## src/rtl/key_scan_pkg.sv

```systemverilog
// Shared types and constants for the 4x4 keypad scanner: FSM states,
// frame classification and the column drive rotation.
package key_scan_pkg;

  localparam int KEY_W = 4;

  typedef enum logic [1:0] {
    IDLE,
    DEBOUNCE,
    PRESSED,
    REL_DB
  } state_t;

  typedef enum logic [1:0] {
    NONE,
    SINGLE,
    MULTI
  } frame_res_t;

  typedef struct packed {
    frame_res_t       res;
    logic [KEY_W-1:0] key;
  } frame_t;

  localparam logic [3:0] COL_PAT [0:3] = '{4'b1110, 4'b1101, 4'b1011, 4'b0111};

  // lows[row*4+col] is set when that row read low while that column was driven.
  function automatic frame_t classify(input logic [15:0] lows);
    frame_t      f;
    int unsigned n;
    f.res = NONE;
    f.key = '0;
    n     = 0;
    for (int i = 0; i < 16; i++) begin
      if (lows[i]) begin
        n     = n + 1;
        f.key = KEY_W'(i);
      end
    end
    if (n == 1)
      f.res = SINGLE;
    else if (n > 1)
      f.res = MULTI;
    return f;
  endfunction

endpackage

```

## src/rtl/scan_tick_gen.sv

```systemverilog
// Free-running N-bit prescaler; o_tick is high for the one cycle in which
// the count is all ones, i.e. once every 2**N clocks.
module scan_tick_gen #(
  parameter int N = 18
) (
  input  logic i_clk,
  input  logic i_reset,
  output logic o_tick
);

  logic [N-1:0] r_cnt;

  always_ff @(posedge i_clk) begin
    if (i_reset)
      r_cnt <= '0;
    else
      r_cnt <= r_cnt + N'(1);
  end

  assign o_tick = &r_cnt;

endmodule

```

## src/rtl/scan_key_matrix.sv

```systemverilog
// Time-multiplexed 4x4 keypad scanner with frame-based debounce.
// Optional auto-repeat is enabled by defining KEY_REPEAT_EN.
module scan_key_matrix
  import key_scan_pkg::*;
#(
  parameter int N          = 18,
  parameter int DB_FRAMES  = 4,
  parameter int RPT_FRAMES = 32
) (
  input  logic       clk,
  input  logic       reset,
  input  logic [3:0] row_in,
  output logic [3:0] col_out,
  output logic [3:0] key_code,
  output logic       key_valid,
  output logic       key_down
);

  localparam logic [3:0] DB_LAST = 4'(DB_FRAMES - 1);

  if (DB_FRAMES < 1 || DB_FRAMES > 15 || RPT_FRAMES < 1) begin : g_cfg_err
    $error("scan_key_matrix: DB_FRAMES must be 1..15 and RPT_FRAMES >= 1");
  end

  logic             w_tick;
  logic             w_frame_end;
  logic [1:0]       w_col_nxt;
  logic [15:0]      w_lows;
  frame_t           w_frame;
  logic             w_match;

  logic [3:0]       r_row_p0;
  logic [3:0]       r_row_p1;
  logic [2:0][3:0]  r_lows_p2;
  logic [KEY_W-1:0] r_cand;

  logic [1:0]       r_col_idx;
  logic [3:0]       r_col_out;
  state_t           r_state;
  logic [3:0]       r_cnt;
  logic [KEY_W-1:0] r_key_code;
  logic             r_key_valid;
  logic             r_key_down;

`ifdef KEY_REPEAT_EN
  localparam int RPT_W = $clog2(RPT_FRAMES + 1);
  localparam logic [RPT_W-1:0] RPT_LAST = RPT_W'(RPT_FRAMES - 1);
  logic [RPT_W-1:0] r_rpt_cnt;
`endif

  scan_tick_gen #(.N(N)) u_tick (
    .i_clk   (clk),
    .i_reset (reset),
    .o_tick  (w_tick)
  );

  assign w_col_nxt   = r_col_idx + 2'd1;
  assign w_frame_end = w_tick && (r_col_idx == 2'd3);

  // Stage p0/p1: two-flop synchronizer for the asynchronous row returns
  always_ff @(posedge clk) begin
    r_row_p0 <= row_in;
    r_row_p1 <= r_row_p0;
  end

  // Stage p2: per-column row captures for columns 0..2 of the current frame
  always_ff @(posedge clk) begin
    if (w_tick && (r_col_idx != 2'd3))
      r_lows_p2[r_col_idx] <= ~r_row_p1;
    if (w_frame_end && (r_state == IDLE) && (w_frame.res == SINGLE))
      r_cand <= w_frame.key;
  end

  // Column 3 is taken straight from the synchronizer at the frame-ending tick.
  always_comb begin
    w_lows = '0;
    for (int r = 0; r < 4; r++) begin
      for (int c = 0; c < 3; c++)
        w_lows[r*4 + c] = r_lows_p2[c][r];
      w_lows[r*4 + 3] = ~r_row_p1[r];
    end
  end

  assign w_frame = classify(w_lows);
  assign w_match = (w_frame.res == SINGLE) && (w_frame.key == r_key_code);

  always_ff @(posedge clk) begin
    if (reset) begin
      r_col_idx   <= 2'd0;
      r_col_out   <= COL_PAT[0];
      r_state     <= IDLE;
      r_cnt       <= 4'd0;
      r_key_code  <= '0;
      r_key_valid <= 1'b0;
      r_key_down  <= 1'b0;
`ifdef KEY_REPEAT_EN
      r_rpt_cnt   <= '0;
`endif
    end else begin
      r_key_valid <= 1'b0;
      if (w_tick) begin
        r_col_idx <= w_col_nxt;
        r_col_out <= COL_PAT[w_col_nxt];
      end
      if (w_frame_end) begin
        case (r_state)
          IDLE: begin
            if (w_frame.res == SINGLE) begin
              if (DB_LAST == 4'd0) begin
                r_state     <= PRESSED;
                r_key_code  <= w_frame.key;
                r_key_valid <= 1'b1;
                r_key_down  <= 1'b1;
                r_cnt       <= 4'd0;
`ifdef KEY_REPEAT_EN
                r_rpt_cnt   <= '0;
`endif
              end else begin
                r_state <= DEBOUNCE;
                r_cnt   <= 4'd1;
              end
            end
          end
          DEBOUNCE: begin
            if ((w_frame.res == SINGLE) && (w_frame.key == r_cand)) begin
              if (r_cnt == DB_LAST) begin
                r_state     <= PRESSED;
                r_key_code  <= r_cand;
                r_key_valid <= 1'b1;
                r_key_down  <= 1'b1;
                r_cnt       <= 4'd0;
`ifdef KEY_REPEAT_EN
                r_rpt_cnt   <= '0;
`endif
              end else begin
                r_cnt <= r_cnt + 4'd1;
              end
            end else begin
              r_state <= IDLE;
              r_cnt   <= 4'd0;
            end
          end
          PRESSED: begin
            if (w_match || (w_frame.res == MULTI)) begin
`ifdef KEY_REPEAT_EN
              if (w_match) begin
                if (r_rpt_cnt == RPT_LAST) begin
                  r_rpt_cnt   <= '0;
                  r_key_valid <= 1'b1;
                end else begin
                  r_rpt_cnt <= r_rpt_cnt + RPT_W'(1);
                end
              end
`endif
            end else if (DB_LAST == 4'd0) begin
              r_state    <= IDLE;
              r_key_down <= 1'b0;
              r_cnt      <= 4'd0;
            end else begin
              r_state <= REL_DB;
              r_cnt   <= 4'd1;
`ifdef KEY_REPEAT_EN
              r_rpt_cnt <= '0;
`endif
            end
          end
          REL_DB: begin
`ifdef KEY_REPEAT_EN
            r_rpt_cnt <= '0;
`endif
            if (w_match || (w_frame.res == MULTI)) begin
              r_state <= PRESSED;
              r_cnt   <= 4'd0;
            end else if (r_cnt == DB_LAST) begin
              r_state    <= IDLE;
              r_key_down <= 1'b0;
              r_cnt      <= 4'd0;
            end else begin
              r_cnt <= r_cnt + 4'd1;
            end
          end
          default: begin
            r_state <= IDLE;
            r_cnt   <= 4'd0;
          end
        endcase
      end
    end
  end

  assign col_out   = r_col_out;
  assign key_code  = r_key_code;
  assign key_valid = r_key_valid;
  assign key_down  = r_key_down;

endmodule

```

## config.mk

```make
export PLATFORM = sky130hd
export DESIGN_NAME = scan_key_matrix
export DESIGN_NICKNAME = d
export VERILOG_FILES = /design/src/rtl/key_scan_pkg.sv /design/src/rtl/scan_tick_gen.sv /design/src/rtl/scan_key_matrix.sv
export SDC_FILE = /design/constraint.sdc
export NUM_CORES = 1
export LEC_CHECK = 0
export BUFFER_PORTS_ARGS = -buffer_cell sky130_fd_sc_hd__buf_2
export CORE_ASPECT_RATIO = 1.2
export CORE_UTILIZATION = 55
export CTS_CLUSTER_DIAMETER = 100
export CTS_CLUSTER_SIZE = 12
export DETAILED_ROUTE_END_ITERATION = 8
export PLACE_DENSITY = 0.72
export SLEW_MARGIN = 20
export SYNTH_ARGS = -nofsm -noshare
export SYNTH_HDL_FRONTEND = slang
export SYNTH_HIERARCHICAL = 1
export SYNTH_SLANG_ARGS = --single-unit
export TNS_END_PERCENT = 5
```

## constraint.sdc

```tcl
create_clock -name clk -period 27.1 [get_ports clk]
set_input_delay 2.71 -clock clk [delete_from_list [all_inputs] [get_ports clk]]
set_output_delay 2.71 -clock clk [all_outputs]
set_load 0.005 [all_outputs]
```

==> run metrics <==
port bufs=15; Final period util=0.401; placed insts=598; post-synthesis cell type count=82; Power Total=a little over 0.2 mW; Worst Reg-to-Reg Cells=46; Hold Buf Count CTS=0; Hold EP=r_row_p1[1]; gpl congestion=0.832; worst r2r src=r_lows_p2[4]; initial core utilization=0.575; Critical Path Max Stage Delay=0.84 ns; # IOs=16; CTS max path bufs=2; Synth top cells by count=nor2_1, nand2_1, dfxtp_1, xor2_1, a21oi_1; Setup crit start=r_lows_p2[4]; die area=~0.0085 sq mm; CTS tree=built; final wirelength=8780 um; GR Layer Usage met3=0.0262; fin. max-slew vios=0; CTS HTree Levels=3; synth top area cells=dfxtp_1, edfxtp_1, ha_1, xor2_1, xnor2_1; non-filler cells, final=614; Synth Net Count=538; met2 Track Usage GR=0.397; synthesis-stage register bit count=60; Switching Fraction=0.288; Comb pwr share=0.237; vias post-DR=~3,600; global-route met1 utilization=0.268; Final nets=545; Site Rows=35; CTS buffer count=9; global-route wire length before repair=about 15,000 um; Die W=84.4 um; total gr overflow=0; outcome=complete, no violations; Hold Path Class=reg -> reg; post-synthesis async set-or-reset flop share=0; min-delay src=r_row_p0[1]; Yosys top cell area share=0.197; Worst VDD drop=37.5 uV; Static Leakage=1.81 nW; vias in the first global route=3,468; crit path DAT=approximately 11 ns; minimum clock period=10.86 ns; post-CTS setup buffer count=0; worst skew pair latency=about 0.32 ns; Synth area leader=dfxtp_1; yosys warns=6; initial antenna violation count=0; Max-Cap Viols=0; CORE AREA=around 0.0078 sq mm; Post-CTS Resized=0; fin util=0.608; Flop pwr share=0.459; RSZ-0062 raised after global routing=no; clk root buf=clkbuf_8; DR WL/cell=14.3 um; CP Capture Type=flip-flop; TritonRoute pass-1 iters=4; area grow syn2layout=5.81%; DRT iter0 DRCs=141; pwr/cell area=approximately 43 mW/mm^2; Final ANT Viol Nets=0; # setup viols final=0; layout cells sized above 1=0.115; CTS sink cnt=60; leading cell type by number of instances after synthesis=nor2_1; half-perimeter wire length after placement=6760 um; CP required=27.06 ns; Final TNS setup=0 ns; CTS clk-pin slew, worst paths=0.06 ns; Avg Inst Size Synth=8.78 sq um; critical path class=reg -> reg; Vias/cell=between 5 and 6; Total GRT Usage=0.220; largest net degree at the start of global routing=31; Fin Clk Skew=0.00637 ns; CP Launch Type=flip-flop; number of antenna diodes=0; synthesized area=0.00448 sq mm; Most Crowded Layer GR=met2; drc violations=0; final hold vios=0; worst hold slack=0.324 ns; achievable frequency=92.0 MHz; Critical-path top delay cell=a2111oi_0; EDFF count, synth=16; net load switching power=0.0591 mW; Slew HR=0.373; P_int=0.146 mW; CP delay by family, top=adder cells; part of the power in the clock network=0.304; Buf+Inv Stages, Crit Path=2; CP most frequent cell=ha_1; Hold Path Depth=0; FF-to-FF setup slack=between 15 and 20 ns; post-synthesis sequential area ratio=0.304; RR Endpoint=r_cand[0]; dominant synthesized flop cell=dfxtp_1; post-synthesis instance total=510; CP Max Fanout=8; Die H=101 um; slew at the pin with the worst max-slew slack=~0.92 ns
-- power by group through the flow --
| stage | Sequential (mW) | Clock [mW] | Combinational [mW] |
|---|---|---|---|
| floorplan | 0.0953 | 0 | 0.0407 |
| finish | 0.0941 | 0.0622 | 0.0486 |
| CTS | 0.0940 | 0.0647 | 0.0484 |
| global route | 0.0942 | 0.0684 | 0.0545 |
| global placement | 0.0960 | 0 | 0.0465 |
| detailed placement | 0.0960 | 0 | 0.0479 |
-- cells in the final DEF (no fill, tap or decap), types with 4 or more instances in the layout --
| master | synthesis | layout |
|---|---|---|
| nor2_1 | 49 | 49 |
| nand2_1 | 45 | 45 |
| dfxtp_1 | 44 | 44 |
| xor2_1 | 31 | 31 |
| a21oi_1 | 27 | 27 |
| xnor2_1 | 26 | 26 |
| ha_1 | 22 | 22 |
| inv_1 | 21 | 21 |
| o21ai_0 | 21 | 21 |
| nand3_1 | 16 | 16 |
| edfxtp_1 | 16 | 16 |
| buf_2 | 1 | 15 |
| nand2b_1 | 11 | 11 |
| nor3_1 | 10 | 10 |
| nand4_1 | 10 | 10 |
| clkbuf_8 | 0 | 9 |
| nor2b_1 | 8 | 8 |
| mux2i_1 | 7 | 7 |
| o31ai_1 | 6 | 6 |
| or3_1 | 6 | 6 |
| o211ai_1 | 6 | 6 |
| a31oi_1 | 5 | 5 |
| xnor3_1 | 5 | 5 |
| and3_1 | 5 | 5 |
| or2_2 | 4 | 4 |
| and2_1 | 4 | 4 |
| o21a_1 | 4 | 4 |
| or4_1 | 4 | 4 |
| clkbuf_1 | 14 | 4 |
-- worst max path at each step --
| stage | to | slack [ns] | cells past startpoint |
|---|---|---|---|
| detailed placement | r_cand[0] | 16.28 | 46 |
| finish | r_cand[0] | 16.24 | 46 |
| global placement | r_cand[0] | 16.71 | 46 |
| global route | r_cand[0] | 15.46 | 46 |
| CTS | r_cand[0] | 16.23 | 46 |
| floorplan | r_cand[0] | 17.39 | 48 |
-- registers in the layout, indices dropped and copies added (netlist names) --
register and cells:
col_out 4, key_code 4, key_down 1, key_valid 1, r_cand 4, r_cnt 4
r_col_idx 2, r_lows_p2 12, r_row_p0 4, r_row_p1 4, r_state 2, u_tick/r_cnt 18
-- per-layer routing --
layer,share of wire,up-vias
met4,0.016,0
met2,0.50,56
li1,-,1841
met1,0.46,1702
met3,0.022,14
met5,0,-
-- layout make-up --
cell class | count | area [sq um]
clock buffer | 13 | 139
fill | 686 | 3060
multi-input combinational | 408 | 2950
sequential | 60 | 1360
tap | 92 | 115
inverter | 22 | 82.6
clock inverter | 3 | 13.8
timing repair buffer | 16 | 82.6
-- cells by family (layout without fill, tap and decap cells) --
kind of cell / after synthesis / count (layout) / synth area share
AND/OR/NAND/NOR: 196 / 196 / 0.231
AO/OA/AOI/OAI: 111 / 111 / 0.172
XOR/XNOR: 70 / 70 / 0.172
flip-flops: 60 / 60 / 0.304
buffers and inverters: 42 / 54 / 0.0399
adder cells (fa/ha/maj): 22 / 22 / 0.0615
multiplexers: 9 / 9 / 0.0207
-- stage by stage --
step | instance area [sq um] | setup slack, ns
after floorplan | 4480 | 17.39
after CTS | 4740 | 16.23
after detailed placement | 4590 | 16.28
final | 4740 | 16.24
after global placement | 4590 | 16.71
after global routing | 4740 | 15.46
No activity file was read; power rests on OpenSTA's default activity.
